[src/rtl/branch_predict_unit.sv]
// EX-stage branch resolution with a table of 2-bit saturating direction counters read in ID.
// Registered redirect one cycle after resolve; optional perf counters under BRU_PERF_EN.
module branch_predict_unit #(
    parameter int XLEN      = 32,
    parameter int BHT_DEPTH = 64,
    parameter int CNT_RST   = 1
) (
    input  logic            clk,
    input  logic            rst,
    input  logic [XLEN-1:0] id_pc,
    output logic            id_pred_taken,
    input  logic            ex_valid,
    input  logic [2:0]      ex_branch,
    input  logic            ex_zero,
    input  logic            ex_less,
    input  logic            ex_pred_taken,
    input  logic [XLEN-1:0] ex_pc,
    input  logic [XLEN-1:0] ex_imm,
    input  logic [XLEN-1:0] ex_rs1,
    output logic            redirect_valid,
    output logic [XLEN-1:0] redirect_pc
`ifdef BRU_PERF_EN
    ,
    output logic [31:0]     perf_br_cnt,
    output logic [31:0]     perf_mis_cnt
`endif
);
    localparam int IDX_W = $clog2(BHT_DEPTH);

    typedef enum logic [1:0] {SNT = 2'b00, WNT = 2'b01, WT = 2'b10, ST = 2'b11} cnt_e;

    localparam logic [1:0] CNT_RST_V = CNT_RST[1:0];

    cnt_e            r_bht [BHT_DEPTH];
    logic            r_redirect_valid;
    logic [XLEN-1:0] r_redirect_pc;

    logic [IDX_W-1:0] w_id_idx;
    logic [IDX_W-1:0] w_ex_idx;
    logic             w_res;
    logic             w_cond;
    logic             w_jump;
    logic             w_taken;
    logic             w_mis;
    logic [XLEN-1:0]  w_target;
    cnt_e             w_cnt_cur;
    cnt_e             w_cnt_nxt;
    logic             w_unused_bits;

    assign w_id_idx      = id_pc[IDX_W+1:2];
    assign w_ex_idx      = ex_pc[IDX_W+1:2];
    assign w_unused_bits = ^{id_pc[XLEN-1:IDX_W+2], id_pc[1:0], ex_pc[XLEN-1:IDX_W+2], ex_pc[1:0]};

    // No bypass: a same-cycle update to this index shows up next cycle.
    assign id_pred_taken = r_bht[w_id_idx][1];

    // Instructions sitting in EX during a redirect cycle are wrong-path.
    assign w_res  = ex_valid & ~r_redirect_valid;
    assign w_cond = ex_branch[2];
    assign w_jump = (ex_branch == 3'b001) || (ex_branch == 3'b010);

    always_comb begin
        w_taken = 1'b0;
        case (ex_branch)
            3'b001, 3'b010: w_taken = 1'b1;
            3'b100:         w_taken = ex_zero;
            3'b101:         w_taken = ~ex_zero;
            3'b110:         w_taken = ex_less;
            3'b111:         w_taken = ~ex_less;
            default:        w_taken = 1'b0;
        endcase
    end

    always_comb begin
        w_target = ex_pc + XLEN'(4);
        if (ex_branch == 3'b010)
            w_target = (ex_rs1 + ex_imm) & ~XLEN'(1);
        else if (w_taken)
            w_target = ex_pc + ex_imm;
    end

    assign w_mis = w_res & (w_jump | (w_cond & (w_taken != ex_pred_taken)));

    always_comb begin
        w_cnt_cur = r_bht[w_ex_idx];
        w_cnt_nxt = w_cnt_cur;
        case (w_cnt_cur)
            SNT: w_cnt_nxt = w_taken ? WNT : SNT;
            WNT: w_cnt_nxt = w_taken ? WT  : SNT;
            WT:  w_cnt_nxt = w_taken ? ST  : WNT;
            ST:  w_cnt_nxt = w_taken ? ST  : WT;
            default: w_cnt_nxt = w_cnt_cur;
        endcase
    end

    always_ff @(posedge clk or posedge rst) begin
        if (rst) begin
            for (int i = 0; i < BHT_DEPTH; i++)
                r_bht[i] <= cnt_e'(CNT_RST_V);
        end else if (w_res && w_cond) begin
            r_bht[w_ex_idx] <= w_cnt_nxt;
        end
    end

    always_ff @(posedge clk or posedge rst) begin
        if (rst) begin
            r_redirect_valid <= 1'b0;
            r_redirect_pc    <= '0;
        end else begin
            r_redirect_valid <= w_mis;
            if (w_mis)
                r_redirect_pc <= w_target;
        end
    end

    assign redirect_valid = r_redirect_valid;
    assign redirect_pc    = r_redirect_pc;

`ifdef BRU_PERF_EN
    logic [31:0] r_perf_br_cnt;
    logic [31:0] r_perf_mis_cnt;

    always_ff @(posedge clk or posedge rst) begin
        if (rst) begin
            r_perf_br_cnt  <= '0;
            r_perf_mis_cnt <= '0;
        end else begin
            if (w_res && w_cond)
                r_perf_br_cnt <= r_perf_br_cnt + 32'd1;
            if (w_mis && w_cond)
                r_perf_mis_cnt <= r_perf_mis_cnt + 32'd1;
        end
    end

    assign perf_br_cnt  = r_perf_br_cnt;
    assign perf_mis_cnt = r_perf_mis_cnt;
`endif

endmodule
[config.mk]
export PLATFORM = sky130hd
export DESIGN_NAME = branch_predict_unit
export DESIGN_NICKNAME = d
export VERILOG_FILES = /design/src/rtl/branch_predict_unit.sv
export SDC_FILE = /design/constraint.sdc
export NUM_CORES = 1
export LEC_CHECK = 0
export CAP_MARGIN = 10
export CORE_UTILIZATION = 58
export CTS_BUF_LIST = sky130_fd_sc_hd__clkbuf_8
export DETAILED_ROUTE_END_ITERATION = 12
export PLACE_DENSITY_LB_ADDON = 0.3
export SETUP_SLACK_MARGIN = 0.3
export SYNTH_ARGS = -nofsm -noshare
export SYNTH_HDL_FRONTEND = slang
export SYNTH_SLANG_ARGS = --single-unit
[constraint.sdc]
create_clock -name clk -period 7.3 [get_ports clk]
set_input_delay 1.825 -clock clk [delete_from_list [all_inputs] [get_ports clk]]
set_output_delay 1.825 -clock clk [all_outputs]
set_load 0.01 [all_outputs]
# [Yosys cells after proc, flatten, opt, wreduce, memory -nomap -nowiden]
# Index checks and enable logic that the tools add are counted.
[classes] bitwise=9 magnitude_cmp=3 muxes=17 addsub=3 eq_ne=10 n_reduce_logical=5
[op_table] op="$bwmux W128" n=1
[op_table] op="$add A32 B32 Y32" n=2
[op_table] op="$mux W32" n=2
[op_table] op="$add A32 B3 Y32 const B" n=1
[op_table] op="$bmux W2 S6" n=2
[op_table] op="$ge A7 B7 Y1 const B" n=2
[op_table] op="$mux W2" n=7
[op_table] op="$not A6 Y7" n=2
[op_table] op="$demux W2 S6" n=1
[op_table] op="$eq A3 B3 Y1 const B" n=4
[op_table] op="$pmux W2 S4" n=1
[op_table] op="$lt A7 B1 Y1 const B" n=1
[op_table] op="$pmux W1 S5" n=1
[op_table] op="$eq A2 B2 Y1 const B" n=2
[op_table] op="$and A1 B1 Y1" n=3
[op_table] op="$eq A3 B1 Y1 const B" n=1
[op_table] op="$eq A3 B2 Y1 const B" n=1
[op_table] op="$not A1 Y1" n=3
[op_table] op="$eq A2 B1 Y1 const B" n=1
[op_table] op="$logic_and A1 B1 Y1" n=2
[op_table] op="$logic_not A2 Y1" n=1
[op_table] op="$mux W1" n=2
[op_table] op="$reduce_or A2 Y1" n=1
[op_table] op="$logic_or A1 B1 Y1" n=1
[op_table] op="other kinds (2)" n=2
[word_totals] in_bits=137 output_inout_bits=34 elab_cells=113 reg_bits=161

# [Logic depth before layout (Yosys ltp)]
# Gate-level depths: netlist of run 1.
[logic_depth] word_depth=7 depth_mapped=13 mapped_depth_nobuf=11

# [Worst setup path after synthesis of run 1]
# Ideal clock, no wire load.
[synth_timing] path_type="in2out" start="input port id_pc[2]" end="output port id_pred_taken" arrival_ns=4.265 path_buffers=2 t_required_ns=5.475 cell_stages=5 setup_slack_ns=1.210 path_cell_list="clkbuf_1 -> buf_1 -> mux4_2 -> mux4_2 -> mux4_2"
[synth_via] elab_chain_cells=4
[synth_rtl] item="start, declared" line_no="10" rtl="input logic [XLEN-1:0] id_pc,"
[synth_rtl] item="$not A6 Y7 (implied by the code)" line_no="55" rtl="assign id_pred_taken = r_bht[w_id_idx][1];"
[synth_rtl] item="$bmux W2 S6" line_no="55"
[synth_rtl] item="$mux W2 (implied by the code) (2 in series)" line_no="55"
[synth_rtl] item="end, declared" line_no="11" rtl="output logic id_pred_taken,"
# Every way passes these cells. The select of a mux whose other input is x is not followed.

# [Worst setup path in the final report of run 1]
# Ends and elaborated chain as after synthesis.

==> impl_metrics.ini, run 1 <==
[clock_tree]
cts.sink_count = 161
htree_levels = 4
numCtsBuffers = 17
postCtsSetupBuffers = 0
cts-root-buf = clkbuf_8
postCtsHoldBufs = 0
cts_resized = 0
cts_tree = built
clk_latency_ns = 0.48
clkSlewWorstSetupHoldPaths_ns = 0.09
clockBufferDepth = 2

[timing]
fin_crit_ns = 6.50
tightest_slew_ns = 1.12
relSlewSlack = 0.250
fmax_ghz = 0.154
setup_viol = 0
slew_viol_final = 0
fin_tns_setup_ns = 0
finClkSkew_ns = 0.0177
rsz0062_at_grt = no
report.final.hold_viol_count = 0
finalCritPeriodShare = 0.891
setup_ws_ns = 0.795

[synth]
yosysWarnings = 0
syn_inst = 1260
ys_types = 70
async_flop_share = 1.00
avgSynthCellArea_sq_um = 9.70
synth_nets = 1461
ys_top_cells_by_area = dfrtp_1, dfstp_2, mux2_2, mux4_2, ha_1
synth_edf_count = 0
synth_ff_type = dfrtp_1
yosys.area.top_type = dfrtp_1
yosys.area.top_type_share = 0.199
ys_ff_latch = 161
ys_seq_area_frac = 0.336
syn_area_sq_um = 12200

[route]
initialDrtViolationCount = 1218
routed_wl_um = 35000
wl_per_cell_um = 21.1
firstDrtPassIters = 5
drc = 0
vias_per_cell = 6.57
postRouteAntennaNets = 0
vias = 10900

[worst_setup_path]
crit_required_ns = 5.48
crit_path_start_kind = input pin
arrival_ns = 4.68
crit_fanout = 16
crit_path_end_kind = primary output
crit_type = in2out

[worst_hold_path]
hp-class = reg2reg

[layout]
final_nets = 1577
final_area_sq_um = 14300
num_antenna_cells = 0
drive_above_1_share = 0.209
syn_to_final_growth_pct = 16.6

[die]
die_h_um = 147
start_util = 0.598
num_rows = 52
dieArea_sq_um = 21700
boundaryPins = 171
core_area_sq_um = 20400
die_w_um = 147

[power]
power_mw = 2.65
p_per_area_nw_per_um2 = 186
power.leakage_nw = 5.96
ir_drop_mv = 0.142

[place]
place_hpwl_um = 24700
place_area_sq_um = 13900
gp_congestion = 0.930
port_buffers = 144
preCtsSetupSlack_ns = 0.820

[global_route]
grt_pass1_vias = 10700
overflow = 0
track_usage = 0.330
grt_start_max_net_pins = 99
antenna_found_initial = 0
grt_pass1_wl_um = 56000

[run]
drv_cap = 0

[status]
outcome = complete, no violations
==> report_power, final <==
group | switching (mW) | internal, mW
Clock | 0.380 | 0.321
Combinational | 0.454 | 0.413
Sequential | 0.0654 | 1.02
Total | 0.899 | 1.75
==> worst max-delay path, stage by stage <==
cell and delay [ns]:
clkdlybuf4s50_1 0.45, buf_4 0.31, mux4_2 0.56, mux4_2 0.52, mux4_2 0.50, clkdlybuf4s50_1 0.50
==> worst paths after layout <==
path                                        startpoint                           to  slack (ns)  cells after the start
setup / recovery                              id_pc[2]                id_pred_taken        0.80                      6
max in group asynchronous                          rst  redirect_pc[24]$_DFFE_PP0P_        4.00                      3
setup reg to reg                r_bht[127]$_DFFE_PP0P_        r_bht[65]$_DFFE_PP0P_        4.12                      8
hold reg to reg            redirect_pc[16]$_DFFE_PP0P_  redirect_pc[16]$_DFFE_PP0P_        0.49                      2
min in group asynchronous                          rst       r_bht[103]$_DFFE_PP0P_        1.90                      2
hold / removal             redirect_pc[16]$_DFFE_PP0P_  redirect_pc[16]$_DFFE_PP0P_        0.49                      2
==> synthesized netlist by cell type, types with 7 or more instances <==
cell type  count
a22oi_1       10
nor2_1        99
mux2_2       135
ha_1          62
and3_1        13
a221o_1        9
nand3_1       32
nor2b_1       15
a211oi_1      18
dfstp_2       64
xor2_1        30
buf_2         13
o211ai_1       8
mux4_2        36
a31oi_1       15
o21a_1         7
nor3_1        18
xnor2_1       50
dfrtp_1       97
a21o_1        23
a21oi_1       94
nand4_1       16
nand2b_1       9
nand2_1      131
mux2i_1       19
inv_1         18
and2_1        18
clkbuf_1      35
o21bai_1       8
o21ai_0       67
==> sequential cells by signal, indices dropped and copies added, names as in the netlist <==
register / cells
redirect_valid: 1
redirect_pc: 32
r_bht: 128
==> placed cells by master, fill, tap and decap left out, types with 10 or more instances in the layout <==
cell type | Yosys | final
dfstp_2 | 64 | 64
nor2b_1 | 15 | 15
a211oi_1 | 18 | 18
mux2_2 | 135 | 135
and2_1 | 18 | 18
nand2_1 | 131 | 131
a21oi_1 | 94 | 94
dfrtp_1 | 97 | 97
xor2_1 | 30 | 29
mux4_2 | 36 | 36
a22oi_1 | 10 | 10
xnor2_1 | 50 | 49
nor2_1 | 99 | 99
ha_1 | 62 | 62
a21o_1 | 23 | 23
clkdlybuf4s50_1 | 0 | 141
mux2i_1 | 19 | 19
o21ai_0 | 67 | 67
clkbuf_8 | 0 | 18
nor3_1 | 18 | 17
a31oi_1 | 15 | 15
buf_4 | 3 | 10
inv_1 | 18 | 19
nand3_1 | 32 | 32
nand4_1 | 16 | 16
and3_1 | 13 | 13
==> cells by family after synthesis <==
kind of cell,count (synthesis),share of synthesized area
AND/OR/NAND/NOR,378,0.145
AO/OA/AOI/OAI,310,0.161
multiplexers,190,0.206
flip-flops,161,0.336
XOR/XNOR,80,0.0573
buffers and inverters,75,0.0259
adder cells (fa/ha/maj),66,0.0686
==> layout make-up <==
cell class / instances / area [sq um]
Timing Repair Buffer: 154 / 1500
Clock buffer: 18 / 248
Fill cell: 1605 / 6170
Inverter: 18 / 72.6
Clock inverter: 14 / 156
Multi-Input combinational cell: 1024 / 7830
Tap cell: 270 / 338
Sequential cell: 161 / 4110
==> per-stage QoR <==
stage               hold WS, ns  instances   util
floorplan                 0.491       1260      -
global placement          0.461       1627  0.678
detailed placement        0.471       1627  0.678
CTS                       0.491       1659  0.698
global route              0.514       1659  0.698
finish                    0.488       1659  0.698
==> per-layer routing <==
layer | vias to the layer above | routed length, um | GRT usage
li1 | 4918 | - | -
met1 | 5324 | 14500 | 0.446
met2 | 569 | 16500 | 0.530
met3 | 84 | 3240 | 0.0748
met4 | 0 | 768 | 0.0948
met5 | - | 0 | 0
Note: power is estimated with default switching activity, not from simulation.
==> inputs of run 2 (changes only) <==
MAX_ROUTING_LAYER = met4   (was default)
==> run 2 against run 1 <==
Compared with the run above:
- total power rose by 1.7%
- sequential power barely moved
- non-clock buffer count did not move
- clock power rose by 6.6%
- count of clock-buffer cells in the layout fell by 1
- cell area rose by 0.18%
- critical path depth did not move
- routed wire length rose by 0.52%
- core utilization rose by 0.13 points
- register-to-register slack barely moved
- largest power group unchanged
- highest routed layer unchanged
==> impl_metrics.ini, run 2 (same netlist as run 1, synthesis figures left out) <==
[die]
die_w_um = 147
die_h_um = 147
boundaryPins = 171
core_area_sq_um = 20400
dieArea_sq_um = 21700
start_util = 0.598
num_rows = 52

[layout]
final_area_sq_um = 14300
num_antenna_cells = 0
top_register = r_bht
regArea_sq_um = 4110
largest_reg_flops = 128
final_common_cell = clkdlybuf4s50_1
fillers = 1595
drive_above_1_share = 0.210
most-common-layout-cells = clkdlybuf4s50_1, mux2_2, nand2_1, nor2_1, dfrtp_1
final_nets = 1577
syn_to_final_growth_pct = 16.8
multi_input_area_sq_um = 7830

[clock_tree]
clockBufferDepth = 2
clk_latency_ns = 0.50
clkSlewWorstSetupHoldPaths_ns = 0.10
cts-root-buf = clkbuf_8
cts_resized = 0
htree_levels = 4
postCtsSetupBuffers = 0
postCtsHoldBufs = 0
numCtsBuffers = 17
cts.sink_count = 161
cts_tree = built

[timing]
fmax_ghz = 0.154
finClkSkew_ns = 0.0183
relSlewSlack = 0.227
tightest_slew_ns = 1.16
fin_crit_ns = 6.48
report.final.hold_viol_count = 0
slew_viol_final = 0
holdWs_ns = 0.486
fin_tns_setup_ns = 0
setup_viol = 0
finalCritPeriodShare = 0.888
rsz0062_at_grt = no

[run]
drv_cap = 0

[power]
p_per_area_nw_per_um2 = 189
ir_drop_mv = 0.131
power.leakage_nw = 5.97

[worst_setup_path]
crit_path_start_kind = input pin
crit_path_end_kind = primary output
crit_required_ns = 5.48
crit_type = in2out
crit_fanout = 16
arrival_ns = 4.66

[status]
outcome = complete, no violations

[route]
routed_wl_um = 35200
postRouteAntennaNets = 0
drc = 0
vias = 10900
firstDrtPassIters = 8
initialDrtViolationCount = 1254
vias_per_cell = 6.58
wl_per_cell_um = 21.2

[place]
port_buffers = 144
place_area_sq_um = 13900
gp_congestion = 0.948
place_hpwl_um = 24500

[global_route]
grt_start_max_net_pins = 116
grt_pass1_vias = 10600
antenna_found_initial = 0
overflow = 0
grt_pass1_wl_um = 55700
track_usage = 0.339

[worst_hold_path]
hp-class = reg2reg
-- run 2: cell count changes in the layout (fill, tap and decap cells not counted) --
| cell | previous run | this run |
|---|---|---|
| inv_8 | 3 | 5 |
| bufinv_16 | 2 | 3 |
| clkinv_4 | 1 | 0 |
| inv_1 | 19 | 18 |
| clkbuf_8 | 18 | 17 |
-- run 2: cell type report --
type,count,area share
tap,270,0.0237
multi-input combinational,1024,0.548
sequential,161,0.288
clock inverter,15,0.0138
inverter,18,0.00508
timing repair buffer,154,0.105
clock buffer,17,0.0164
-- run 2: routing by layer --
metal  track usage  wire length, um  vias up
li1              -                -     4908
met1         0.446            14500     5285
met2         0.516            16400      625
met3        0.0674             3260       99
met4         0.134             1090        0
met5             -                0        -
-- run 2: final timing paths --
check                                            from                    endpoint  slack, ns  depth (start not counted)
min                        redirect_pc[1]$_DFFE_PP0P_  redirect_pc[1]$_DFFE_PP0P_       0.49                          2
max reg2reg                    r_bht[117]$_DFFE_PP0P_        r_bht[5]$_DFFE_PP0P_       4.13                          8
max                                          id_pc[2]               id_pred_taken       0.82                          6
min reg2reg                redirect_pc[1]$_DFFE_PP0P_  redirect_pc[1]$_DFFE_PP0P_       0.49                          2
min in group asynchronous                         rst      r_bht[103]$_DFFE_PP0P_       1.94                          2
max in group asynchronous                         rst       r_bht[89]$_DFFE_PP0P_       4.08                          3
-- run 2: per-stage QoR --
stage / cells / utilization / total power, mW / worst slack (ns)
finish: 1659 / 0.699 / 2.70 / 0.819
global placement: 1627 / 0.678 / 1.93 / 0.830
floorplan: 1260 / - / 1.60 / 1.21
CTS: 1659 / 0.699 / 2.69 / 0.822
detailed placement: 1627 / 0.678 / 1.95 / 0.824
global route: 1659 / 0.699 / 2.81 / 0.781
-- run 2: worst max-delay path: stages --
cell	delay, ns
clkdlybuf4s50_1	0.45
buf_4	0.32
mux4_2	0.55
mux4_2	0.50
mux4_2	0.49
clkdlybuf4s50_1	0.50
-- run 2: where the power goes --
part | switching, mW | internal [mW]
registers | 0.0627 | 1.02
logic | 0.456 | 0.413
clock network | 0.397 | 0.351
total | 0.915 | 1.78
==> inputs of run 3 (changes only) <==
ABC_CLOCK_PERIOD_IN_PS = 7300   (was default)
==> results of run 3 <==
No change in the layout: final DEF, timing and power equal those of run 2.
